### src/rtl/dram_pattern_sequencer_if.sv
// Engine-side bus between the pattern sequencer and the multi-core DRAM write/read engine.
// Latency: wires only, no storage.
// Backpressure: a request is held until the engine answers with wt_done / rd_done.
interface dram_pattern_sequencer_if #(
    parameter int NUM_CORE = 16,
    parameter int WBL_W    = 64,
    parameter int ADDR_W   = 6,
    parameter int DOUT_W   = 8
);
    logic                       io_en;
    logic [1:0]                 io_model;
    logic [ADDR_W-1:0]          wwl_add;
    logic [ADDR_W-1:0]          rwl_add;
    logic [NUM_CORE*WBL_W-1:0]  wbl_data;
    logic                       wt_done;
    logic                       rd_done;
    logic [NUM_CORE*DOUT_W-1:0] dram_data_out;

    // Sequencer side: issues requests, receives completions and read data.
    modport master (
        output io_en, io_model, wwl_add, rwl_add, wbl_data,
        input  wt_done, rd_done, dram_data_out
    );

    // Engine side: the mirror image.
    modport slave (
        input  io_en, io_model, wwl_add, rwl_add, wbl_data,
        output wt_done, rd_done, dram_data_out
    );
endinterface

### src/rtl/dram_pattern_sequencer.sv
// Sweeps a word-line range: write pattern, one idle gap, read back, compare, per address.
// Latency: per address = write wait + 1 gap + read wait + 1 compare; done pulses one cycle after the last compare.
// Backpressure: each request holds until its done input (or TIMEOUT cycles); start is ignored while busy.
module dram_pattern_sequencer #(
    parameter int NUM_CORE = 16,
    parameter int WBL_W    = 64,
    parameter int ADDR_W   = 6,
    parameter int DOUT_W   = 8,
    parameter int TIMEOUT  = 4096
) (
    input  logic                  clk_100m,
    input  logic                  rst,

    // sweep control
    input  logic                  start,
    input  logic [1:0]            pat_mode,
    input  logic [ADDR_W-1:0]     start_addr,
    input  logic [ADDR_W-1:0]     end_addr,

    // engine bus
    dram_pattern_sequencer_if.master eng,

    // status
    output logic                  busy,
    output logic                  done,
    output logic [15:0]           err_cnt,
    output logic [ADDR_W-1:0]     first_fail_addr,
    output logic                  fail,
    output logic                  timeout,
    output logic                  cfg_err
);

    localparam int CNT_W = $clog2(TIMEOUT + 1);
    localparam int MIS_W = $clog2(NUM_CORE + 1);
    localparam logic [CNT_W-1:0] CNT_LAST = CNT_W'(TIMEOUT - 1);

    localparam logic [1:0] MODEL_IDLE = 2'b00;
    localparam logic [1:0] MODEL_WR   = 2'b01;
    localparam logic [1:0] MODEL_RD   = 2'b10;

    typedef enum logic [2:0] {
        IDLE,
        WR,
        GAP,
        RD,
        CMP,
        DONE
    } state_t;

    state_t                     state;
    logic [ADDR_W-1:0]          addr;
    logic [ADDR_W-1:0]          end_q;
    logic [1:0]                 mode_q;
    logic [CNT_W-1:0]           wait_cnt;
    logic [NUM_CORE*DOUT_W-1:0] rd_cap;

    logic [ADDR_W-1:0]          addr_nxt;
    logic [WBL_W-1:0]           pat_start;
    logic [WBL_W-1:0]           pat_nxt;
    logic [WBL_W-1:0]           pat_cur;
    logic [DOUT_W-1:0]          exp_byte;
    logic [MIS_W-1:0]           mism;
    logic [16:0]                err_sum;

    // One core's write word for a given mode and row. Byte modes assume WBL_W is a
    // multiple of 8; the address byte is the row zero-extended (or truncated) to 8 bits.
    function automatic logic [WBL_W-1:0] pattern_word(input logic [1:0] mode,
                                                      input logic [ADDR_W-1:0] a);
        logic [WBL_W-1:0] w;
        logic [7:0]       ab;
        ab = 8'(a);
        case (mode)
            2'b00:   w = {(WBL_W/8){8'h55}};
            2'b01:   w = {(WBL_W/8){8'hAA}};
            2'b10:   w = {(WBL_W/8){ab}};
            default: w = {{(WBL_W-1){1'b0}}, 1'b1} << (int'(a) % WBL_W);
        endcase
        return w;
    endfunction

    // Next row, write words for the first and next row, and mismatch count of the captured read.
    always_comb begin
        addr_nxt  = addr + ADDR_W'(1);
        pat_start = pattern_word(pat_mode, start_addr);
        pat_nxt   = pattern_word(mode_q, addr_nxt);
        pat_cur   = pattern_word(mode_q, addr);
        exp_byte  = pat_cur[DOUT_W-1:0];
        mism      = '0;
        for (int k = 0; k < NUM_CORE; k++) begin
            if (rd_cap[k*DOUT_W +: DOUT_W] != exp_byte) begin
                mism = mism + MIS_W'(1);
            end
        end
        err_sum = {1'b0, err_cnt} + 17'(mism);
    end

    // Sweep FSM; every output is registered alongside the state it belongs to.
    always_ff @(posedge clk_100m) begin
        if (rst) begin
            state           <= IDLE;
            addr            <= '0;
            end_q           <= '0;
            mode_q          <= 2'b00;
            wait_cnt        <= '0;
            rd_cap          <= '0;
            eng.io_en       <= 1'b0;
            eng.io_model    <= MODEL_IDLE;
            eng.wwl_add     <= '0;
            eng.rwl_add     <= '0;
            eng.wbl_data    <= '0;
            busy            <= 1'b0;
            done            <= 1'b0;
            err_cnt         <= '0;
            first_fail_addr <= '0;
            fail            <= 1'b0;
            timeout         <= 1'b0;
            cfg_err         <= 1'b0;
        end else begin
            done <= 1'b0;
            case (state)
                IDLE: begin
                    if (start) begin
                        busy            <= 1'b1;
                        err_cnt         <= '0;
                        first_fail_addr <= '0;
                        fail            <= 1'b0;
                        timeout         <= 1'b0;
                        if (start_addr <= end_addr) begin
                            state        <= WR;
                            addr         <= start_addr;
                            end_q        <= end_addr;
                            mode_q       <= pat_mode;
                            wait_cnt     <= '0;
                            cfg_err      <= 1'b0;
                            eng.io_en    <= 1'b1;
                            eng.io_model <= MODEL_WR;
                            eng.wwl_add  <= start_addr;
                            eng.wbl_data <= {NUM_CORE{pat_start}};
                        end else begin
                            // Empty range: report and finish without touching the engine.
                            state   <= DONE;
                            done    <= 1'b1;
                            cfg_err <= 1'b1;
                        end
                    end
                end

                WR: begin
                    if (eng.wt_done) begin
                        state        <= GAP;
                        eng.io_en    <= 1'b0;
                        eng.io_model <= MODEL_IDLE;
                    end else if (wait_cnt == CNT_LAST) begin
                        state        <= DONE;
                        done         <= 1'b1;
                        timeout      <= 1'b1;
                        eng.io_en    <= 1'b0;
                        eng.io_model <= MODEL_IDLE;
                    end else begin
                        wait_cnt <= wait_cnt + CNT_W'(1);
                    end
                end

                GAP: begin
                    state        <= RD;
                    wait_cnt     <= '0;
                    eng.io_en    <= 1'b1;
                    eng.io_model <= MODEL_RD;
                    eng.rwl_add  <= addr;
                end

                RD: begin
                    if (eng.rd_done) begin
                        state        <= CMP;
                        rd_cap       <= eng.dram_data_out;
                        eng.io_en    <= 1'b0;
                        eng.io_model <= MODEL_IDLE;
                    end else if (wait_cnt == CNT_LAST) begin
                        state        <= DONE;
                        done         <= 1'b1;
                        timeout      <= 1'b1;
                        eng.io_en    <= 1'b0;
                        eng.io_model <= MODEL_IDLE;
                    end else begin
                        wait_cnt <= wait_cnt + CNT_W'(1);
                    end
                end

                CMP: begin
                    err_cnt <= err_sum[16] ? 16'hFFFF : err_sum[15:0];
                    // Only the first failing row is remembered.
                    if ((mism != '0) && !fail) begin
                        fail            <= 1'b1;
                        first_fail_addr <= addr;
                    end
                    // Compare against the latched end first so end = all-ones never wraps.
                    if (addr == end_q) begin
                        state <= DONE;
                        done  <= 1'b1;
                    end else begin
                        state        <= WR;
                        addr         <= addr_nxt;
                        wait_cnt     <= '0;
                        eng.io_en    <= 1'b1;
                        eng.io_model <= MODEL_WR;
                        eng.wwl_add  <= addr_nxt;
                        eng.wbl_data <= {NUM_CORE{pat_nxt}};
                    end
                end

                DONE: begin
                    state <= IDLE;
                    busy  <= 1'b0;
                end

                default: begin
                    state <= IDLE;
                    busy  <= 1'b0;
                end
            endcase
        end
    end

endmodule

### src/flat_wrapper.sv
// flat-port wrapper written by rule: the top's interface ports become plain ports
module dram_pattern_sequencer_flat 
#(
    parameter int NUM_CORE = 16,
    parameter int WBL_W    = 64,
    parameter int ADDR_W   = 6,
    parameter int DOUT_W   = 8,
    parameter int TIMEOUT  = 4096
)
  (clk_100m, rst, start, pat_mode, start_addr, end_addr, busy, done, err_cnt, first_fail_addr, fail, timeout, cfg_err, eng_io_en, eng_io_model, eng_wwl_add, eng_rwl_add, eng_wbl_data, eng_wt_done, eng_rd_done, eng_dram_data_out);
  dram_pattern_sequencer_if #(.NUM_CORE(NUM_CORE), .WBL_W(WBL_W), .ADDR_W(ADDR_W), .DOUT_W(DOUT_W)) eng_i ();
  input  logic clk_100m;
  input  logic rst;
  input  logic start;
  input  logic [1:0] pat_mode;
  input  logic [ADDR_W-1:0] start_addr;
  input  logic [ADDR_W-1:0] end_addr;
  output logic busy;
  output logic done;
  output logic [15:0] err_cnt;
  output logic [ADDR_W-1:0] first_fail_addr;
  output logic fail;
  output logic timeout;
  output logic cfg_err;
  output wire logic [$bits(eng_i.io_en)-1:0] eng_io_en;
  output wire logic [$bits(eng_i.io_model)-1:0] eng_io_model;
  output wire logic [$bits(eng_i.wwl_add)-1:0] eng_wwl_add;
  output wire logic [$bits(eng_i.rwl_add)-1:0] eng_rwl_add;
  output wire logic [$bits(eng_i.wbl_data)-1:0] eng_wbl_data;
  input wire logic [$bits(eng_i.wt_done)-1:0] eng_wt_done;
  input wire logic [$bits(eng_i.rd_done)-1:0] eng_rd_done;
  input wire logic [$bits(eng_i.dram_data_out)-1:0] eng_dram_data_out;
  assign eng_io_en = eng_i.io_en;
  assign eng_io_model = eng_i.io_model;
  assign eng_wwl_add = eng_i.wwl_add;
  assign eng_rwl_add = eng_i.rwl_add;
  assign eng_wbl_data = eng_i.wbl_data;
  assign eng_i.wt_done = eng_wt_done;
  assign eng_i.rd_done = eng_rd_done;
  assign eng_i.dram_data_out = eng_dram_data_out;
  dram_pattern_sequencer #(.NUM_CORE(NUM_CORE), .WBL_W(WBL_W), .ADDR_W(ADDR_W), .DOUT_W(DOUT_W), .TIMEOUT(TIMEOUT)) u_core (.clk_100m(clk_100m), .rst(rst), .start(start), .pat_mode(pat_mode), .start_addr(start_addr), .end_addr(end_addr), .eng(eng_i), .busy(busy), .done(done), .err_cnt(err_cnt), .first_fail_addr(first_fail_addr), .fail(fail), .timeout(timeout), .cfg_err(cfg_err));
endmodule
### config.mk
export PLATFORM = sky130hd
export DESIGN_NAME = dram_pattern_sequencer_flat
export DESIGN_NICKNAME = d
export VERILOG_FILES = /design/src/rtl/dram_pattern_sequencer_if.sv /design/src/rtl/dram_pattern_sequencer.sv /design/src/flat_wrapper.sv
export SDC_FILE = /design/constraint.sdc
export NUM_CORES = 1
export LEC_CHECK = 0
export ABC_AREA = 0
export BUFFER_PORTS_ARGS = -buffer_cell sky130_fd_sc_hd__buf_2
export CORE_AREA = 2 2 469 471
export DETAILED_ROUTE_END_ITERATION = 16
export DIE_AREA = 0 0 471 473
export PLACE_DENSITY_LB_ADDON = 0.2
export SETUP_SLACK_MARGIN = 0.4
export SKIP_LAST_GASP = 1
export SYNTH_ARGS = -nofsm -noshare
export SYNTH_HDL_FRONTEND = slang
export SYNTH_SLANG_ARGS = --single-unit
### constraint.sdc
create_clock -name clk_100m -period 29.5 [get_ports clk_100m]
set_clock_uncertainty 0.2 [all_clocks]
set_input_delay 8.85 -clock clk_100m [delete_from_list [all_inputs] [get_ports clk_100m]]
set_output_delay 8.85 -clock clk_100m [all_outputs]
set_load 0.03 [all_outputs]
==> metrics, run 1 <==
Final Wtd Congestion 0.775; CTS Root Cell clkbuf_16; first-pass GRT wire length 156,000 um; Synth area leaders buf_4 (33%), dfxtp_1 (24%), nand2_1 (6.8%), a21oi_1 (6.0%), xor2_1 (4.3%); DRT iter0 DRCs 1,245; Setup crit start kind flip-flop; initial antenna violation count 53; slowest CP cell dfxtp_1; CP most frequent cell ha_1; Compound-Gate Fraction of Synth Area 12.8%; maximum vdd drop 0.0354 mV; Worst R2R Start u_core.addr[2]; die area about 220,000 sq um; Num CTS Buffers 35; vias in the first global route between 15,000 and 20,000; largest family of logic cells by synthesized area buffers and inverters; Hold-fix buffers, CTS 0; largest fanout on the critical path 16; largest net degree at the start of global routing 186; Final Max Slew Viols 0; input/output buffers approximately 1,200; final wirelength 122,000 um; Yosys Warn Count 0; Async SR Flop Fraction 0%; FP Rows 172; clock sinks between 200 and 300; DR vias 19,300; Worst Setup SP u_core.addr[2]; CP endpoint kind flip-flop; xor-xnor portion of the synthesized cell area 8.79%; Synth top area share 32.8%; fin crit period 13.95 ns; CTS Buffer Depth 3; Avg Cell Area, Syn roughly 7.6 sq um; area grow syn2layout 16.2%; DRC 0; Least-Margin Pin Slew 1.22 ns; Worst Path Required 29.77 ns; Core ar. 218,000 sq um; Top FF cell, synth dfxtp_1; Initial Util 10.1%; HPWL Detailed 95,700 um; fin util roughly an eighth; worst hold-check path type reg2reg; WL per Instance 20.3 um; H-tree levels 2; global route total overflow 0; post-CTS setup buffer count 0; Setup Viol. Count Final 0; biggest cell delay along the critical path 0.73 ns; post-synthesis cell area ~22,000 sq um; mux cell area share after synthesis 1.16%; EDFF count, synth 0; final worst-path cycle share 47.3%; Clock Latency Late Sink 0.60 ns; Die Span Y 473 um; Leak Pwr 12.2 nW; Pwr per Cell Area 57.2 nW/um^2; I/O pin count 1,213; share of cells above drive strength 1 a little over two fifths; #FFs+latches synth 258; gr usage total 10.2%; largest area contributor in the netlist buf_4; Mapped Cells about 2,900; Worst Min Path Start u_core.eng.wbl_data[995]; status finished, final reports clean; vias per cell 3.20; Max Clock Freq 71.7 MHz; Pre-Repair DR Iteration Count 5; Max transition margin 18.5%; CP Class reg2reg; Synth Area in Simple Gates 16.2%; CTS tree done; chip width 471 um; post-synthesis sequential area ratio 23.5%; syn nets 3,078; Fin. Hold Viols 0; Antenna Nets Post-Route 0; post-CTS sizing 0; Adder-Cell Fraction of Synth Area between 1.5 and 2%; Nets 3,284; Cell variety after synth 86; Max-Cap Viols 0; RSZ-0062 raised after global routing no; CTS clock-pin slew for the worst setup and hold paths 0.06 ns; Arr. time, crit path ~14 ns; TNS Setup 0 ns
==> area by class of cell <==
cell class | instances | area (sq um)
fill | 25500 | 193000
multi-input combinational | 1525 | 9000
timing repair buffer | 1256 | 6410
sequential | 258 | 5190
tap | 2871 | 3590
clock buffer | 47 | 961
clock inverter | 12 | 208
inverter | 28 | 105
antenna | 21 | 52.6
==> synthesized netlist by cell type (all sizes together) (6+ instances only) <==
cell / instances
xor2: 112
o21ai: 100
nor2: 141
and2: 9
o211ai: 8
or2: 7
ha: 32
nor2b: 17
and3: 21
nand2: 397
nand4: 13
a21oi: 266
buf: 986
o21a: 6
nor3: 33
or3: 6
inv: 28
nand2b: 28
a21o: 8
dfxtp: 258
xnor2: 85
mux2i: 21
nor4: 22
a31oi: 11
o221ai: 28
nand3: 68
clkbuf: 101
o22ai: 6
==> power breakdown <==
| group | leakage, nW | switching [mW] | internal (mW) |
|---|---|---|---|
| Combinational | 9.49 | 0.437 | 0.145 |
| Clock | 0.569 | 0.183 | 0.259 |
| Sequential | 2.10 | 0.0721 | 0.363 |
==> per-layer routing <==
layer / vias to the layer above / wire length (um) / GRT usage, %
li1: 9025 / - / -
met1: 9163 / 52900 / 13.3
met2: 945 / 59600 / 18.1
met3: 144 / 6720 / 1.30
met4: 2 / 2980 / 1.66
met5: - / 13 / 0
==> logic make-up (layout without fill, tap and decap cells) <==
group / Yosys count / after routing
mux: 25 / 25
flops: 258 / 258
xor+xnor: 201 / 201
compound gates: 475 / 475
buf+inv: 1115 / 1343
other cells: 0 / 21
fa+ha+maj: 34 / 34
simple gates: 790 / 790
==> sequential cells by signal, summed over array words and instances (netlist names) <==
signal / count
u_core.rd_cap: 128
u_core.eng.wbl_data: 64
u_core.err_cnt: 16
u_core.wait_cnt: 13
u_core.addr: 6
u_core.end_q: 6
u_core.eng.rwl_add: 6
u_core.first_fail_addr: 6
u_core.state: 3
u_core.eng.io_model: 2
u_core.mode_q: 2
u_core.busy: 1
u_core.cfg_err: 1
u_core.done: 1
u_core.eng.io_en: 1
u_core.fail: 1
u_core.timeout: 1
==> metrics by stage <==
step	total power [mW]	setup WS, ns	instance area (sq um)	hold WS [ns]	std cells
after global placement	1.04	15.73	24300	0.244	5938
after global routing	1.53	14.36	25500	0.277	5998
after floorplan	0.944	17.30	22000	0.227	2898
after detailed placement	1.04	15.56	24300	0.247	5938
final	1.46	15.55	25500	0.252	6018
after CTS	1.49	15.50	25500	0.254	5997
==> critical path: cells and delay by family, from the launching register on <==
family | cells | cell delay, ns
AND/OR/NAND/NOR | 21 | 4.56
AO/OA/AOI/OAI | 17 | 3.48
adder cells (fa/ha/maj) | 10 | 2.86
XOR/XNOR | 5 | 0.83
flip-flops | 1 | 0.73
buffers and inverters | 4 | 0.60
multiplexers | 3 | 0.52
==> layout by cell type, fill, tap and decap left out, types with 8 or more instances in the layout <==
cell type,count
nand4_1,13
o221ai_1,28
xnor2_1,80
clkbuf_16,35
o21ai_0,94
and3_1,20
nor2b_1,17
a21o_1,8
nand3_1,67
inv_1,28
nand2b_1,28
a21oi_1,265
dfxtp_2,24
nor4_1,20
ha_1,32
buf_4,43
diode_2,21
nor2_1,140
nand2_1,396
dfxtp_1,234
mux2i_1,21
buf_2,1211
nor3_1,33
xor2_1,108
and2_1,8
clkbuf_1,8
a31oi_1,10
==> worst paths after layout <==
| path | end | slack, ns | cells after the start |
|---|---|---|---|
| min | u_core.eng.wbl_data[995] | 0.25 | 2 |
| min reg2reg | u_core.eng.wbl_data[995] | 0.25 | 2 |
| max | u_core.err_cnt[2] | 15.55 | 60 |
| max reg2reg | u_core.err_cnt[2] | 15.55 | 60 |
Power figures use the tool's default switching activity.
==> run 2, diff against run 1 <==
ABC_AREA = 1   (was 0)
CORE_AREA = 2 2 477 479   (was 2 2 469 471)
DIE_AREA = 0 0 479 481   (was 0 0 471 473)
clock period = 13.2 ns   (was 29.5 ns; I/O delays follow)
==> metrics, run 2 <==
area grow syn2layout 16.6%; CP Class reg2reg; Final Wtd Congestion roughly 0.80; die area roughly 230,000 sq um; EDFF count, synth 0; CP most frequent cell nand2_1; syn nets 3,462; #FFs+latches synth roughly 260; Mapped Cells 3,282; input/output buffers around 1,200; # fillers 26,300; Pre-Repair DR Iteration Count 5; global route total overflow 0; Arr. time, crit path 11.86 ns; Die Span Y 481 um; placed instance area 25,100 sq um; Avg Cell Area, Syn 6.90 sq um; Largest Register u_core.rd_cap; Cell variety after synth 53; post-CTS setup buffer count 0; Async SR Flop Fraction 0%; TNS Setup 0 ns; status finished, final reports clean; Leak Pwr 13.1 nW; vias in the first global route approximately 18,000; share of cells above drive strength 1 40.5%; largest fanout on the critical path 17; Fin. Hold Viols 0; Synth top area share 31.9%; clock sinks between 200 and 300; sequential power share 20.2%; reg2reg path depth 67; CTS clock-pin slew for the worst setup and hold paths 0.06 ns; switching power 3.88 mW; count leader, synth buf_4; chip width 479 um; Worst Path Required about 13 ns; slowest CP cell nor4_1; DRC 0; Pwr per Cell Area 238 nW/um^2; Antenna Nets Post-Route 0; Max Clock Freq ~86 MHz; hold_ws 0.245 ns; gr usage total 10.5%; fin util 11.7%; Clock Latency Late Sink between 0.6 and 0.7 ns; maximum vdd drop 0.106 mV; CTS tree done; biggest cell delay along the critical path 0.51 ns; initial antenna violation count 58; HPWL Detailed 101,000 um; final worst-path cycle share 87.8%; Max transition margin 22.3%; CTS Buffer Depth 3; I/O pin count 1,213; CP endpoint kind flip-flop; Nets 3,674; post-route cell area between 20,000 and 30,000 sq um; hold path depth 2; Num CTS Buffers 37; vias per cell 3.18; largest net degree at the start of global routing approximately 100; Max-Cap Viols 0; R2R setup slack 1.61 ns; H-tree levels 2; Sw Share 61.8%; CTS Root Cell clkbuf_16; Core ar. 226,000 sq um; most common cell after layout, fill and taps aside buf_2; Post-synth top cells buf_4 (962), nand2_1 (352), nor2_1 (317), o21ai_0 (291), dfxtp_1 (258); Least-Margin Pin Slew 1.16 ns; FP Rows between 150 and 200; first-pass GRT wire length between 150,000 and 200,000 um; post-CTS sizing 0; Setup Viol. Count Final 0; fin crit period approximately 12 ns; post-synthesis sequential area ratio 22.8%; post-synthesis cell area 22,700 sq um; DR vias 20,800; Setup crit start kind flip-flop; max FFs per register 128; commonest non-fill, non-tap cells in the layout buf_2 (1,211), nand2_1 (352), nor2_1 (315), o21ai_0 (291), inv_1 (254); WL per Instance 19.7 um; final wirelength about 130,000 um; Synth area leaders buf_4 (32%), dfxtp_1 (23%), o21ai_0 (6.4%), nand2_1 (5.8%), nor2_1 (5.3%); Yosys Warn Count 0; Clk pwr share 16.1%; RSZ-0062 raised after global routing no; Final Max Slew Viols 0; Top FF cell, synth dfxtp_1; Initial Util 10.0%; largest area contributor in the netlist buf_4; combinational share of power 63.6%; P_int 2.39 mW; Hold-fix buffers, CTS 0; worst hold-check path type reg2reg; DRT iter0 DRCs 1,207; largest registers u_core.rd_cap: 128 flops, u_core.eng.wbl_data: 64 flops, u_core.err_cnt: 16 flops
[run 2: changes by cell type in the layout (fill, tap and decap cells not counted), moves of 29 or more]
cell | previous run | this run
inv_1 | 28 | 254
o21ai_0 | 94 | 291
nor2_1 | 140 | 315
a21oi_1 | 265 | 179
xnor2_1 | 80 | 4
nand3_1 | 67 | 124
nand2_1 | 396 | 352
a211oi_1 | 4 | 47
nand2_2 | 1 | 30
[run 2: path summary, 6_finish.rpt]
| kind | end | from |
|---|---|---|
| setup / recovery | u_core.err_cnt[15] | u_core.addr[0] |
| hold / removal | u_core.wait_cnt[12] | u_core.wait_cnt[12] |
| setup reg to reg | u_core.err_cnt[15] | u_core.addr[0] |
| hold reg to reg | u_core.wait_cnt[12] | u_core.wait_cnt[12] |
[run 2: through the flow]
| step | power [mW] | worst slack, ns | std cells |
|---|---|---|---|
| floorplan | 4.81 | 2.85 | 3282 |
| global route | 6.69 | 0.401 | 6527 |
| finish | 6.27 | 1.61 | 6546 |
| detailed placement | 5.38 | 1.55 | 6464 |
| CTS | 6.42 | 1.46 | 6526 |
| global placement | 5.40 | 1.70 | 6464 |
[run 2: area by class of cell]
class / count / area [sq um] / share of cell area (%)
Tap cell: 3009 / 3760 / 14.3
Clock buffer: 48 / 1010 / 3.81
Timing Repair Buffer: 1247 / 6330 / 24.0
Sequential cell: 258 / 5180 / 19.6
Multi-Input combinational cell: 1673 / 8820 / 33.4
Inverter: 277 / 1050 / 3.97
Clock inverter: 14 / 201 / 0.763
Antenna cell: 20 / 50.0 / 0.190
[run 2: layer usage]
metal	GRT usage (%)	vias to the layer above	part of all wire, %
li1	-	10000	-
met1	12.8	9795	41
met2	18.2	863	48
met3	3.17	106	8.6
met4	1.68	14	1.5
met5	0	-	0.071
[run 2: cells by family (layout without fill, tap and decap cells)]
family / Yosys count / count (layout) / share of synthesized area (%)
AOI/OAI and AO/OA: 588 / 588 / 14.2
xor gates and xnor gates: 90 / 90 / 3.48
adders and majority gates: 33 / 33 / 1.86
buffers and inverters: 1351 / 1586 / 38.4
DFF: 258 / 258 / 22.8
other: 0 / 20 / 0
and+or+nand+nor: 962 / 962 / 19.3
[run 2: power groups by stage]
| stage | clock network (mW) | logic, mW | registers [mW] |
|---|---|---|---|
| 6_report | 1.01 | 3.99 | 1.27 |
| 4_1_cts | 1.06 | 4.06 | 1.31 |
| 2_1_floorplan | 0 | 3.60 | 1.21 |
| 3_3_place_gp | 0 | 4.09 | 1.31 |
| 3_5_place_dp | 0 | 4.05 | 1.32 |
| 5_1_grt | 1.08 | 4.29 | 1.31 |
[run 2: worst max-delay path: cells and delay by family, from the launching register on]
kind,cells,cell delay [ns]
buffers and inverters,10,1.08
flip-flops,1,0.37
XOR/XNOR,3,0.51
AND/OR/NAND/NOR,36,5.13
adder cells (fa/ha/maj),10,2.70
AO/OA/AOI/OAI,8,1.47
==> run 3, diff against run 2 <==
CORE_AREA = 2 2 476 478   (was 2 2 477 479)
DIE_AREA = 0 0 478 480   (was 0 0 479 481)
clock period = 14.5 ns   (was 13.2 ns; I/O delays follow)
==> metrics, run 3 (synthesis results as in run 2) <==
Final Max Slew Viols 0; post-CTS sizing 0; CTS clock-pin slew for the worst setup and hold paths 0.06 ns; Hold Path Sink u_core.wait_cnt[12]; Arr. time, crit path ~12 ns; Setup crit start kind flip-flop; H-tree levels 2; Nets 3,672; Pre-Repair DR Iteration Count 7; die area 229,000 sq um; Die Span Y 480 um; most common cell after layout, fill and taps aside buf_2; input/output buffers 1,212; reg2reg path depth 65; status finished, final reports clean; DRT iter0 DRCs about 1,200; Largest Register u_core.rd_cap; commonest non-fill, non-tap cells in the layout buf_2 (1,211), nand2_1 (352), nor2_1 (315), o21ai_0 (291), inv_1 (254); CTS tree done; CP most frequent cell nand2_1; final wirelength 129,000 um; Num CTS Buffers 38; biggest cell delay along the critical path 0.88 ns; Sw Share 61.1%; maximum vdd drop 0.101 mV; Final Wtd Congestion 0.788; Antenna Nets Post-Route 0; Clk pwr share 17.0%; largest fanout on the critical path 17; DR vias 20,800; Clock Latency Late Sink 0.56 ns; met3 wire len approximately 8700 um; post-CTS setup buffer count 0; post-route cell area 26,400 sq um; CTS Buffer Depth 3; combinational share of power 62.4%; Worst Path Required 14.78 ns; Pwr per Cell Area approximately 220 nW/um^2; Leak Pwr 13.1 nW; delay-heaviest family, CP simple AND/OR/NAND/NOR gates; Initial Util between 10 and 15%; P_int 2.24 mW; r2r endpoint u_core.err_cnt[3]; gr usage total 10.5%; Max transition margin 20.1%; Worst R2R Start u_core.addr[0]; chip width 478 um; buffer and inverter count on the worst path 9; FP Rows 174; DRC 0; first-pass GRT wire length around 170,000 um; Max-Cap Viols 0; Least-Margin Pin Slew 1.20 ns; Max Clock Freq just over 80 MHz; placed instance area ~25,000 sq um; M1 wire length around 53,000 um; final worst-path cycle share between 80 and 90%; largest net degree at the start of global routing 81; vias per cell 3.20; sequential power share 20.6%; R2R setup slack 2.47 ns; clock sinks 258; slowest CP cell nor3_1; global route total overflow 0; HPWL Detailed 103,000 um; max FFs per register roughly 130; vias in the first global route 18,900; CP endpoint kind flip-flop; share of cells above drive strength 1 40.7%; Setup Viol. Count Final 0; Worst Min Path Start u_core.wait_cnt[12]; CP Class reg2reg; highest metal used met5; area grow syn2layout 16.6%; worst hold-check path type reg2reg; hold path depth 2; largest registers u_core.rd_cap: 128 flops, u_core.eng.wbl_data: 64 flops, u_core.err_cnt: 16 flops; WL per Instance 19.8 um; switching power 3.52 mW; Fin. Hold Viols 0; initial antenna violation count 53; # fillers 26,100; fin crit period 12.03 ns; RSZ-0062 raised after global routing no; TNS Setup 0 ns; CTS Root Cell clkbuf_16; I/O pin count 1,213; Core ar. roughly 220,000 sq um; Hold-fix buffers, CTS 0; met2 wire length between 60,000 and 70,000 um
run 3: cell count changes in the layout (fill, tap and decap cells not counted), sizes merged:
cell / previous run / this run
diode: 20 / 8
inv: 272 / 276
clkbuf: 48 / 51
clkinv: 16 / 11
clkinvlp: 1 / 2
buf: 1247 / 1244
bufinv: 2 / 4
run 3: metal layers:
layer | GRT usage, % | vias to the layer above
met3 | 2.25 | 143
met5 | 0 | -
met1 | 12.8 | 9774
met4 | 2.16 | 8
li1 | - | 10000
met2 | 18.9 | 886
run 3: final cells by class:
type	instances	area, sq um	share of cell area (%)
clock inverters	16	204	0.772
flip-flops and latches	258	5190	19.7
multi-input cells	1673	8820	33.4
well taps	2992	3740	14.2
diodes	8	20.0	0.0758
repair buffers	1244	6310	23.9
clock buffers	51	1080	4.09
inverters	277	1050	3.97
run 3: power by group through the flow:
stage	Sequential [mW]	Combinational (mW)	Clock, mW
global route	1.23	3.85	1.04
CTS	1.23	3.67	1.01
finish	1.19	3.60	0.978
detailed placement	1.25	3.66	0
global placement	1.24	3.70	0
floorplan	1.11	3.27	0
run 3: worst max path at each step:
stage          cells after the start            from                 to  slack [ns]
2_1_floorplan                     64  u_core.addr[1]  u_core.err_cnt[1]        4.15
3_3_place_gp                      66  u_core.addr[0]  u_core.err_cnt[4]        2.42
3_5_place_dp                      65  u_core.addr[0]  u_core.err_cnt[3]        2.19
4_1_cts                           65  u_core.addr[0]  u_core.err_cnt[3]        2.13
5_1_grt                           65  u_core.addr[0]  u_core.err_cnt[1]        0.97
6_report                          65  u_core.addr[0]  u_core.err_cnt[3]        2.47
run 3: tightest hold or removal path, stage by stage (launching register included):
cell and delay, ns:
dfxtp_1 0.31, nand2_1 0.06, a21oi_1 0.03
run 3: per-stage QoR:
| stage | hold slack [ns] | setup WS [ns] | util, % | total power, mW | cells |
|---|---|---|---|---|---|
| floorplan | 0.222 | 4.15 | - | 4.38 | 3282 |
| global placement | 0.230 | 2.42 | 11.2 | 4.93 | 6444 |
| detailed placement | 0.236 | 2.19 | 11.2 | 4.91 | 6444 |
| CTS | 0.247 | 2.13 | 11.8 | 5.91 | 6511 |
| global route | 0.284 | 0.972 | 11.8 | 6.12 | 6512 |
| finish | 0.245 | 2.47 | 11.8 | 5.76 | 6519 |
